File: src/rtl/mem_access_ctrl_if.sv
// Word-wide data memory bus between the load/store unit and the data memory.
interface mem_access_ctrl_if;
  logic        cs;
  logic        rw;
  logic [3:0]  be;
  logic [29:0] addr;
  logic [31:0] data_out;
  logic [31:0] data_in;
  logic        ready;

  modport master (
    output cs, rw, be, addr, data_out,
    input  data_in, ready
  );

  modport slave (
    input  cs, rw, be, addr, data_out,
    output data_in, ready
  );
endinterface

File: src/rtl/mem_access_ctrl.sv
// Load/store unit: aligns byte/half/word accesses onto a word memory, runs one access
// per request, and returns lane-extracted, sign/zero-extended load data.
module mem_access_ctrl #(
  parameter int unsigned READ_LAT    = 1,
  parameter int unsigned TIMEOUT_CYC = 15
) (
  input  logic                clk,
  input  logic                reset,
  input  logic                req,
  input  logic                wr,
  input  logic [1:0]          size,
  input  logic                sign_ext,
  input  logic [31:0]         vaddr,
  input  logic [31:0]         wdata,
  output logic [31:0]         rdata,
  output logic                busy,
  output logic                done,
  output logic                align_err,
  output logic                bus_err,
  mem_access_ctrl_if.master   mem
);

  typedef enum logic [1:0] {StIdle, StIssue, StRdWait, StResp} state_e;

  localparam logic [7:0] LatLast     = 8'(READ_LAT - 1);
  localparam logic [7:0] TimeoutLast = 8'(TIMEOUT_CYC - 1);

  state_e      state_q, state_d;
  logic [7:0]  cnt_q, cnt_d;
  logic [7:0]  lat_q, lat_d;
  logic [29:0] addr_q;
  logic [1:0]  off_q;
  logic [1:0]  size_q;
  logic        wr_q, sext_q;
  logic [3:0]  be_q;
  logic [31:0] dout_q;
  logic [31:0] rdata_q;
  logic        align_err_q, align_err_d;
  logic        bus_err_q, bus_err_d;
  logic        accept, capture, misaligned;
  logic [3:0]  be_req;
  logic [31:0] dout_req;
  logic [31:0] load_val;
  logic [7:0]  lane_b;
  logic [15:0] lane_h;

  // Request decode: alignment check, byte enables and lane-replicated store data.
  always_comb begin
    misaligned = 1'b0;
    be_req     = 4'b0000;
    dout_req   = wdata;
    unique case (size)
      2'b00: begin
        be_req   = 4'b0001 << vaddr[1:0];
        dout_req = {4{wdata[7:0]}};
      end
      2'b01: begin
        misaligned = vaddr[0];
        be_req     = vaddr[1] ? 4'b1100 : 4'b0011;
        dout_req   = {2{wdata[15:0]}};
      end
      2'b10: begin
        misaligned = (vaddr[1:0] != 2'b00);
        be_req     = 4'b1111;
      end
      default: misaligned = 1'b1;
    endcase
  end

  // Load lane extraction and sign/zero extension from the latched access shape.
  always_comb begin
    lane_b = mem.data_in[{off_q, 3'b000} +: 8];
    lane_h = off_q[1] ? mem.data_in[31:16] : mem.data_in[15:0];
    unique case (size_q)
      2'b00:   load_val = {{24{sext_q & lane_b[7]}}, lane_b};
      2'b01:   load_val = {{16{sext_q & lane_h[15]}}, lane_h};
      default: load_val = mem.data_in;
    endcase
  end

  // Next-state logic for the access sequence and its timeout/latency counters.
  always_comb begin
    state_d     = state_q;
    cnt_d       = cnt_q;
    lat_d       = lat_q;
    accept      = 1'b0;
    capture     = 1'b0;
    align_err_d = 1'b0;
    bus_err_d   = 1'b0;
    unique case (state_q)
      StIdle: begin
        if (req) begin
          if (misaligned) begin
            align_err_d = 1'b1;
          end else begin
            accept  = 1'b1;
            cnt_d   = 8'd0;
            state_d = StIssue;
          end
        end
      end
      StIssue: begin
        if (mem.ready) begin
          if (wr_q) begin
            state_d = StResp;
          end else begin
            lat_d   = 8'd0;
            state_d = StRdWait;
          end
        end else if ((TIMEOUT_CYC != 0) && (cnt_q == TimeoutLast)) begin
          bus_err_d = 1'b1;
          state_d   = StIdle;
        end else begin
          cnt_d = cnt_q + 8'd1;
        end
      end
      StRdWait: begin
        if (lat_q == LatLast) begin
          capture = 1'b1;
          state_d = StResp;
        end else begin
          lat_d = lat_q + 8'd1;
        end
      end
      default: state_d = StIdle;
    endcase
  end

  // State, access latches and result registers; reset clears everything.
  always_ff @(posedge clk) begin
    if (reset) begin
      state_q     <= StIdle;
      cnt_q       <= 8'd0;
      lat_q       <= 8'd0;
      addr_q      <= 30'd0;
      off_q       <= 2'b00;
      size_q      <= 2'b00;
      wr_q        <= 1'b0;
      sext_q      <= 1'b0;
      be_q        <= 4'b0000;
      dout_q      <= 32'd0;
      rdata_q     <= 32'd0;
      align_err_q <= 1'b0;
      bus_err_q   <= 1'b0;
    end else begin
      state_q     <= state_d;
      cnt_q       <= cnt_d;
      lat_q       <= lat_d;
      align_err_q <= align_err_d;
      bus_err_q   <= bus_err_d;
      if (accept) begin
        addr_q <= vaddr[31:2];
        off_q  <= vaddr[1:0];
        size_q <= size;
        wr_q   <= wr;
        sext_q <= sign_ext;
        be_q   <= be_req;
        dout_q <= dout_req;
      end
      if (capture) begin
        rdata_q <= load_val;
      end
    end
  end

  // Outputs decode registered state only; memory strobes are live in ISSUE alone.
  always_comb begin
    busy         = (state_q == StIssue) || (state_q == StRdWait);
    done         = (state_q == StResp);
    align_err    = align_err_q;
    bus_err      = bus_err_q;
    rdata        = rdata_q;
    mem.cs       = (state_q == StIssue);
    mem.rw       = (state_q == StIssue) && wr_q;
    mem.be       = (state_q == StIssue) ? be_q : 4'b0000;
    mem.addr     = addr_q;
    mem.data_out = dout_q;
  end

endmodule

File: src/flat_wrapper.sv
// flat-port wrapper written by rule: the top's interface ports become plain ports
module mem_access_ctrl_flat 
#(
  parameter int unsigned READ_LAT    = 1,
  parameter int unsigned TIMEOUT_CYC = 15
)
  (clk, reset, req, wr, size, sign_ext, vaddr, wdata, rdata, busy, done, align_err, bus_err, mem_cs, mem_rw, mem_be, mem_addr, mem_data_out, mem_data_in, mem_ready);
  mem_access_ctrl_if mem_i ();
  input  logic clk;
  input  logic reset;
  input  logic req;
  input  logic wr;
  input  logic [1:0] size;
  input  logic sign_ext;
  input  logic [31:0] vaddr;
  input  logic [31:0] wdata;
  output logic [31:0] rdata;
  output logic busy;
  output logic done;
  output logic align_err;
  output logic bus_err;
  output wire logic [$bits(mem_i.cs)-1:0] mem_cs;
  output wire logic [$bits(mem_i.rw)-1:0] mem_rw;
  output wire logic [$bits(mem_i.be)-1:0] mem_be;
  output wire logic [$bits(mem_i.addr)-1:0] mem_addr;
  output wire logic [$bits(mem_i.data_out)-1:0] mem_data_out;
  input wire logic [$bits(mem_i.data_in)-1:0] mem_data_in;
  input wire logic [$bits(mem_i.ready)-1:0] mem_ready;
  assign mem_cs = mem_i.cs;
  assign mem_rw = mem_i.rw;
  assign mem_be = mem_i.be;
  assign mem_addr = mem_i.addr;
  assign mem_data_out = mem_i.data_out;
  assign mem_i.data_in = mem_data_in;
  assign mem_i.ready = mem_ready;
  mem_access_ctrl #(.READ_LAT(READ_LAT), .TIMEOUT_CYC(TIMEOUT_CYC)) u_core (.clk(clk), .reset(reset), .req(req), .wr(wr), .size(size), .sign_ext(sign_ext), .vaddr(vaddr), .wdata(wdata), .rdata(rdata), .busy(busy), .done(done), .align_err(align_err), .bus_err(bus_err), .mem(mem_i));
endmodule
File: config.mk
export PLATFORM = sky130hd
export DESIGN_NAME = mem_access_ctrl_flat
export DESIGN_NICKNAME = d
export VERILOG_FILES = /design/src/rtl/mem_access_ctrl_if.sv /design/src/rtl/mem_access_ctrl.sv /design/src/flat_wrapper.sv
export SDC_FILE = /design/constraint.sdc
export NUM_CORES = 1
export LEC_CHECK = 0
export BUFFER_PORTS_ARGS = -buffer_cell sky130_fd_sc_hd__buf_2
export CAP_MARGIN = 10
export CORE_MARGIN = 2
export CORE_UTILIZATION = 53
export CTS_BUF_LIST = sky130_fd_sc_hd__clkbuf_8 sky130_fd_sc_hd__clkbuf_16
export DETAILED_ROUTE_END_ITERATION = 10
export MAX_ROUTING_LAYER = met4
export PLACE_DENSITY = 0.85
export SLEW_MARGIN = 25
export SYNTH_ARGS = -nofsm -noshare
export SYNTH_HDL_FRONTEND = slang
export SYNTH_SLANG_ARGS = --single-unit
File: constraint.sdc
create_clock -name clk -period 5.3 [get_ports clk]
set_clock_uncertainty 0.15 [all_clocks]
set_input_delay 0.795 -clock clk [delete_from_list [all_inputs] [get_ports clk]]
set_output_delay 0.795 -clock clk [all_outputs]
set_load 0.02 [all_outputs]
# Yosys cells after proc, flatten, opt, wreduce, memory -nomap -nowiden
# Index checks and enable logic that the tools add are counted.
# totals
n_memories	0
mem_bits_ro	0
output_inout_bits	104
latchBits	0
inputBits	104
regBits	124
ram_bits	0
# classes
reduce_logical	14
addsub	2
n_shift	2
mul	0
order_cmp	0
bitwise	5
n_eq_ne	16
mux	30
div	0
# ops
cell	count
$pmux W32 S2	2
$mux W8	7
$pmux W8 S2	2
$shiftx A32 B6 Y8	1
$add A8 B1 Y8 const B	2
$mux W16	1
$ne A2 B2 Y1 const B	6
$pmux W4 S3	1
$mux W2	5
$eq A8 B4 Y1 const B	1
$logic_not A8 Y1	1
$mux W1	8
$mux W4	2
$reduce_and A4 Y1	2
$eq A2 B1 Y1 const B	3
$eq A2 B2 Y1 const B	3
$logic_not A2 Y1	3
$pmux W2 S3	1
$reduce_bool A2 Y1	3
$reduce_or A3 Y1	2
$reduce_and A5 Y1	1
$ne A2 B1 Y1 const B	2
$shl A1 B2 Y4 const A	1
$ne A3 B1 Y1 const B	1
5 further kinds	8

# Logic depth before layout (Yosys ltp)
# logic_depth
ltp_word	5
depth_mapped	8
mapped_depth_nobuf	7

# Worst setup path after synthesis
# No wires, ideal clock.
# synth_path
path_type	register to output
startpoint	register u_core.state_q[1]
endpoint	output port mem_rw
t_arrival_ps	1262
stages_incl_launch_ff	5
path_slack_ps	3093
required_ps	4355
path_buffers	1
path_cell_list	dfxtp_1 > inv_1 > ha_1 > clkbuf_1 > and2_1
# synth_via
elab_chain_len	2
# synth_lines
item	line	rtl
start: declaration	mem_access_ctrl.sv:28	state_e state_q, state_d;
start signal: assignment	mem_access_ctrl.sv:132	state_q <= StIdle;
start signal: assignment	mem_access_ctrl.sv:146	state_q <= state_d;
$eq A2 B1 Y1	-	
net mem_cs	flat_wrapper.sv:22	output wire logic [$bits(mem_i.cs)-1:0] mem_cs;
$logic_and A1 B1 Y1	mem_access_ctrl.sv:174	mem.rw = (state_q == StIssue) && wr_q;
end: declaration	flat_wrapper.sv:23	output wire logic [$bits(mem_i.rw)-1:0] mem_rw;
# The timed path passes the listed nets, and every way through them passes these cells.

# Worst setup path in the final report
# layout_path
startpoint	register u_core.state_q[1]
endpoint	output port mem_be[2]
# layout_via
elab_chain_len	2
# layout_lines
item	line	rtl
$eq A2 B1 Y1	mem_access_ctrl.sv:175	mem.be = (state_q == StIssue) ? be_q : 4'b0000;
$mux W4	mem_access_ctrl.sv:175	
end: declaration	flat_wrapper.sv:24	output wire logic [$bits(mem_i.be)-1:0] mem_be;
# Every way passes these cells.

==> results.cfg <==
[outcome]
outcome = finished clean

[worst_hold_path]
hold_path.class = register to register

[timing]
worst_pin_slew_ns = 1.022
setup_violations = 0
setup_tns_ns = 0
max_freq_ghz = 0.3649
slew_headroom_pct = 31.84
rsz0062_at_grt = false
period_needed_ns = 2.741
fin_ws_ns = 2.559
slew_violations = 0
fin_crit_sh_pct = 51.71
hold_viol = 0

[placement]
pre_cts_slack_ns = 2.245
place.gp.congestion = 0.8585
portBuffers = 207
dp_hpwl_um = 10590

[worst_setup_path]
worstPathRequired_ns = 4.36
crit_path_start_kind = register
cp_slowest_cell = ha_1
crit_path_end_kind = output port
cp_cell_sequence = inv_1 -> ha_1 -> and2_1 -> buf_2
crit_family = adder cells
worstPathArrival_ns = 1.80
path_class = register to output port
max_stage_delay_ns = 0.44
crit_fanout = 13
cp_num_buf_inv = 2

[cts]
clk_path_buf_depth = 2
holdBufCountCts = 0
htree_levels = 4
cts-buffers-inserted = 17
cts.clk_slew.worst_paths_ns = 0.06
cts_resized = 0
cts-root-buf = clkbuf_8
cts_sinks = 124
clock_latency_ns = 0.52
cts_tree = built
postCtsSetupRepairBufs = 0

[power_and_ir_drop]
powerDensity_nw_per_um2 = 387.9
p_seq_share_pct = 39.0
comb_power_share_pct = 23.0
pwr-share-clk_pct = 38.0
p_leak_nw = 3.232
swShare_pct = 32.40
power.internal_mw = 1.885
vdd_ir_drop_max_v = 0.0002474
net-switching-power_mw = 0.9035

[route]
vias = 5681
drtIter0Drc = 384
drc = 0
routed_wirelength_um = 15410
wl_per_cell_um = 14.96
routed_via_density = 5.516
firstDrtPassIters = 5
ant_nets = 0

[floorplan]
die_w_um = 106.8
start_util_pct = 54.50
rows = 37
dieArea_um2 = 11410
core_um2 = 10280
io_pins = 208
die_y_um = 106.8

[synth]
syn_area_per_cell_um2 = 7.980
yosysSeqAreaShare_pct = 44.32
synth_nets = 814
synthCells = 702
syn-cell-area_um2 = 5602
yosys.cell_types.count = 51
synth-seq-cells = 124
yosys_warnings = 0

[cells_and_area]
final_layout_size_suffix_gt1_share_pct = 28.41
syn2layout_area_growth_pct = 28.32
final_nets = 993
antenna_cells = 0
nFillCells = 882

[flow_run]
max_cap_viol_count = 0

[global_routing]
grt_overflow = 0
grt_max_degree = 98
grt_pass1_vias = 5310
track_usage_pct = 28.08
antenna_found_initial = 0
grt_pass1_wl_um = 25090
[area by class of cell]
type	count	area (um2)	area share, %
clock buffer	19	441.7	6.144
clock inverter	13	102.6	1.427
timing repair buffer	212	1076	14.97
multi-input combinational	511	2859	39.77
sequential	124	2482	34.53
tap	136	170.2	2.367
inverter	15	56.30	0.7833
[final timing paths]
path,slack [ns],startpoint,end,depth (start not counted)
min,0.30,u_core.mem.addr[22]$_SDFFE_PP0P_,u_core.mem.addr[22]$_SDFFE_PP0P_,2
max reg2reg,2.67,u_core.lat_q[0]$_SDFFE_PP0P_,u_core.rdata[9]$_SDFFE_PP0P_,7
max,2.56,u_core.state_q[1]$_SDFFE_PP0P_,mem_be[2],4
min reg2reg,0.30,u_core.mem.addr[22]$_SDFFE_PP0P_,u_core.mem.addr[22]$_SDFFE_PP0P_,2
[metrics by stage]
| stage | instance area [um2] | hold slack, ns | power [mW] | utilization (%) | std cells |
|---|---|---|---|---|---|
| 5_1_grt | 7188 | 0.3181 | 2.924 | 69.94 | 1030 |
| 2_1_floorplan | 5602 | 0.2773 | 1.535 | - | 702 |
| 4_1_cts | 7188 | 0.3019 | 2.795 | 69.94 | 1030 |
| 3_3_place_gp | 6644 | 0.2871 | 1.729 | 64.65 | 998 |
| 3_5_place_dp | 6644 | 0.2939 | 1.739 | 64.65 | 998 |
| 6_report | 7188 | 0.3010 | 2.788 | 69.94 | 1030 |
[registers in the layout (all words and copies together), names as in the netlist]
signal and cells:
u_core.be_q 4, u_core.align_err 1, u_core.off_q 2, u_core.sext_q 1, u_core.rdata 32, u_core.state_q 2
u_core.cnt_q 8, u_core.wr_q 1, u_core.mem.data_out 32, u_core.lat_q 8, u_core.mem.addr 30, u_core.bus_err 1
u_core.size_q 2
[cells by family after synthesis]
group	share of synthesized area [%]
and+or+nand+nor	20.21
muxes	4.155
xor gates and xnor gates	1.720
buffers and inverters	4.981
DFF	44.32
AOI/OAI and AO/OA	22.83
adders and majority gates	1.787
[worst min-delay path: cells and delay by family, from the launching register on]
family | cells | cell delay (ns)
and+or+nand+nor | 1 | 0.05
AOI/OAI and AO/OA | 1 | 0.05
DFF | 1 | 0.30
[cell usage in the layout (no fill, tap or decap), types with 2 or more instances in the layout]
master,n
o211a_1,7
xnor2_1,6
xor2_1,5
clkbuf_16,16
a311oi_1,8
nand3_1,10
clkinv_4,2
nor2_1,64
nor3_1,9
clkbuf_8,3
and2_1,5
buf_2,206
clkinvlp_4,3
a21oi_1,95
o21ai_1,7
nand2_1,144
inv_1,16
a31oi_1,8
nand2b_1,11
and3_1,6
clkinv_2,5
a211oi_1,37
a21oi_2,2
o221ai_1,2
dfxtp_1,124
nor2b_1,4
ha_1,8
buf_4,6
mux2i_1,21
a21o_1,2
o211ai_1,2
o21ai_0,24
nand4_1,2
[Yosys cell counts (all sizes together)]
library cell | number | area (um2)
o32ai | 1 | 8.760
nand3b | 1 | 7.510
nor4b | 2 | 23.77
nor3 | 9 | 45.04
a311oi | 8 | 70.07
mux2i | 21 | 210.2
a221oi | 1 | 15.01
o21ai | 32 | 163.9
o211a | 7 | 70.07
and2 | 5 | 31.28
clkinv | 1 | 3.750
a2111oi | 2 | 18.77
clkbuf | 32 | 120.1
nor4 | 1 | 6.260
a21bo | 1 | 10.01
nand3 | 10 | 50.05
ha | 8 | 100.1
nand4b | 1 | 8.760
a221o | 1 | 11.26
nor2 | 66 | 250.2
o211ai | 2 | 15.01
dfxtp | 124 | 2482
a31oi | 8 | 50.05
and4 | 1 | 10.01
xnor2 | 6 | 52.55
a21oi | 97 | 493.0
nand2b | 11 | 68.82
mux4 | 1 | 22.52
o221ai | 2 | 17.52
inv | 14 | 52.55
or4 | 1 | 7.510
a21o | 2 | 15.01
buf | 20 | 102.6
nor2b | 4 | 25.02
and3 | 6 | 37.54
xor2 | 5 | 43.79
o21bai | 1 | 7.510
o41ai | 1 | 16.27
nand2 | 144 | 540.5
a41o | 1 | 10.01
nor3b | 1 | 7.510
a211oi | 37 | 277.8
nand4 | 2 | 12.51
a31o | 1 | 8.760
[power groups by stage]
| stage | Clock (mW) | Combinational (mW) | Sequential [mW] |
|---|---|---|---|
| 6_report | 1.06 | 0.641 | 1.09 |
| 5_1_grt | 1.12 | 0.709 | 1.10 |
| 4_1_cts | 1.07 | 0.640 | 1.09 |
| 3_5_place_dp | 0 | 0.635 | 1.10 |
| 3_3_place_gp | 0 | 0.626 | 1.10 |
| 2_1_floorplan | 0 | 0.354 | 1.18 |
[per-layer routing]
metal / vias up / track usage (%) / share of wire [%]
met2: 232 / 43.99 / 48
met1: 2619 / 35.37 / 42
met5: - / - / 0
li1: 2804 / - / -
met3: 26 / 6.991 / 8.0
met4: 0 / 10.20 / 1.7
Note: power is estimated with default switching activity, not from simulation.
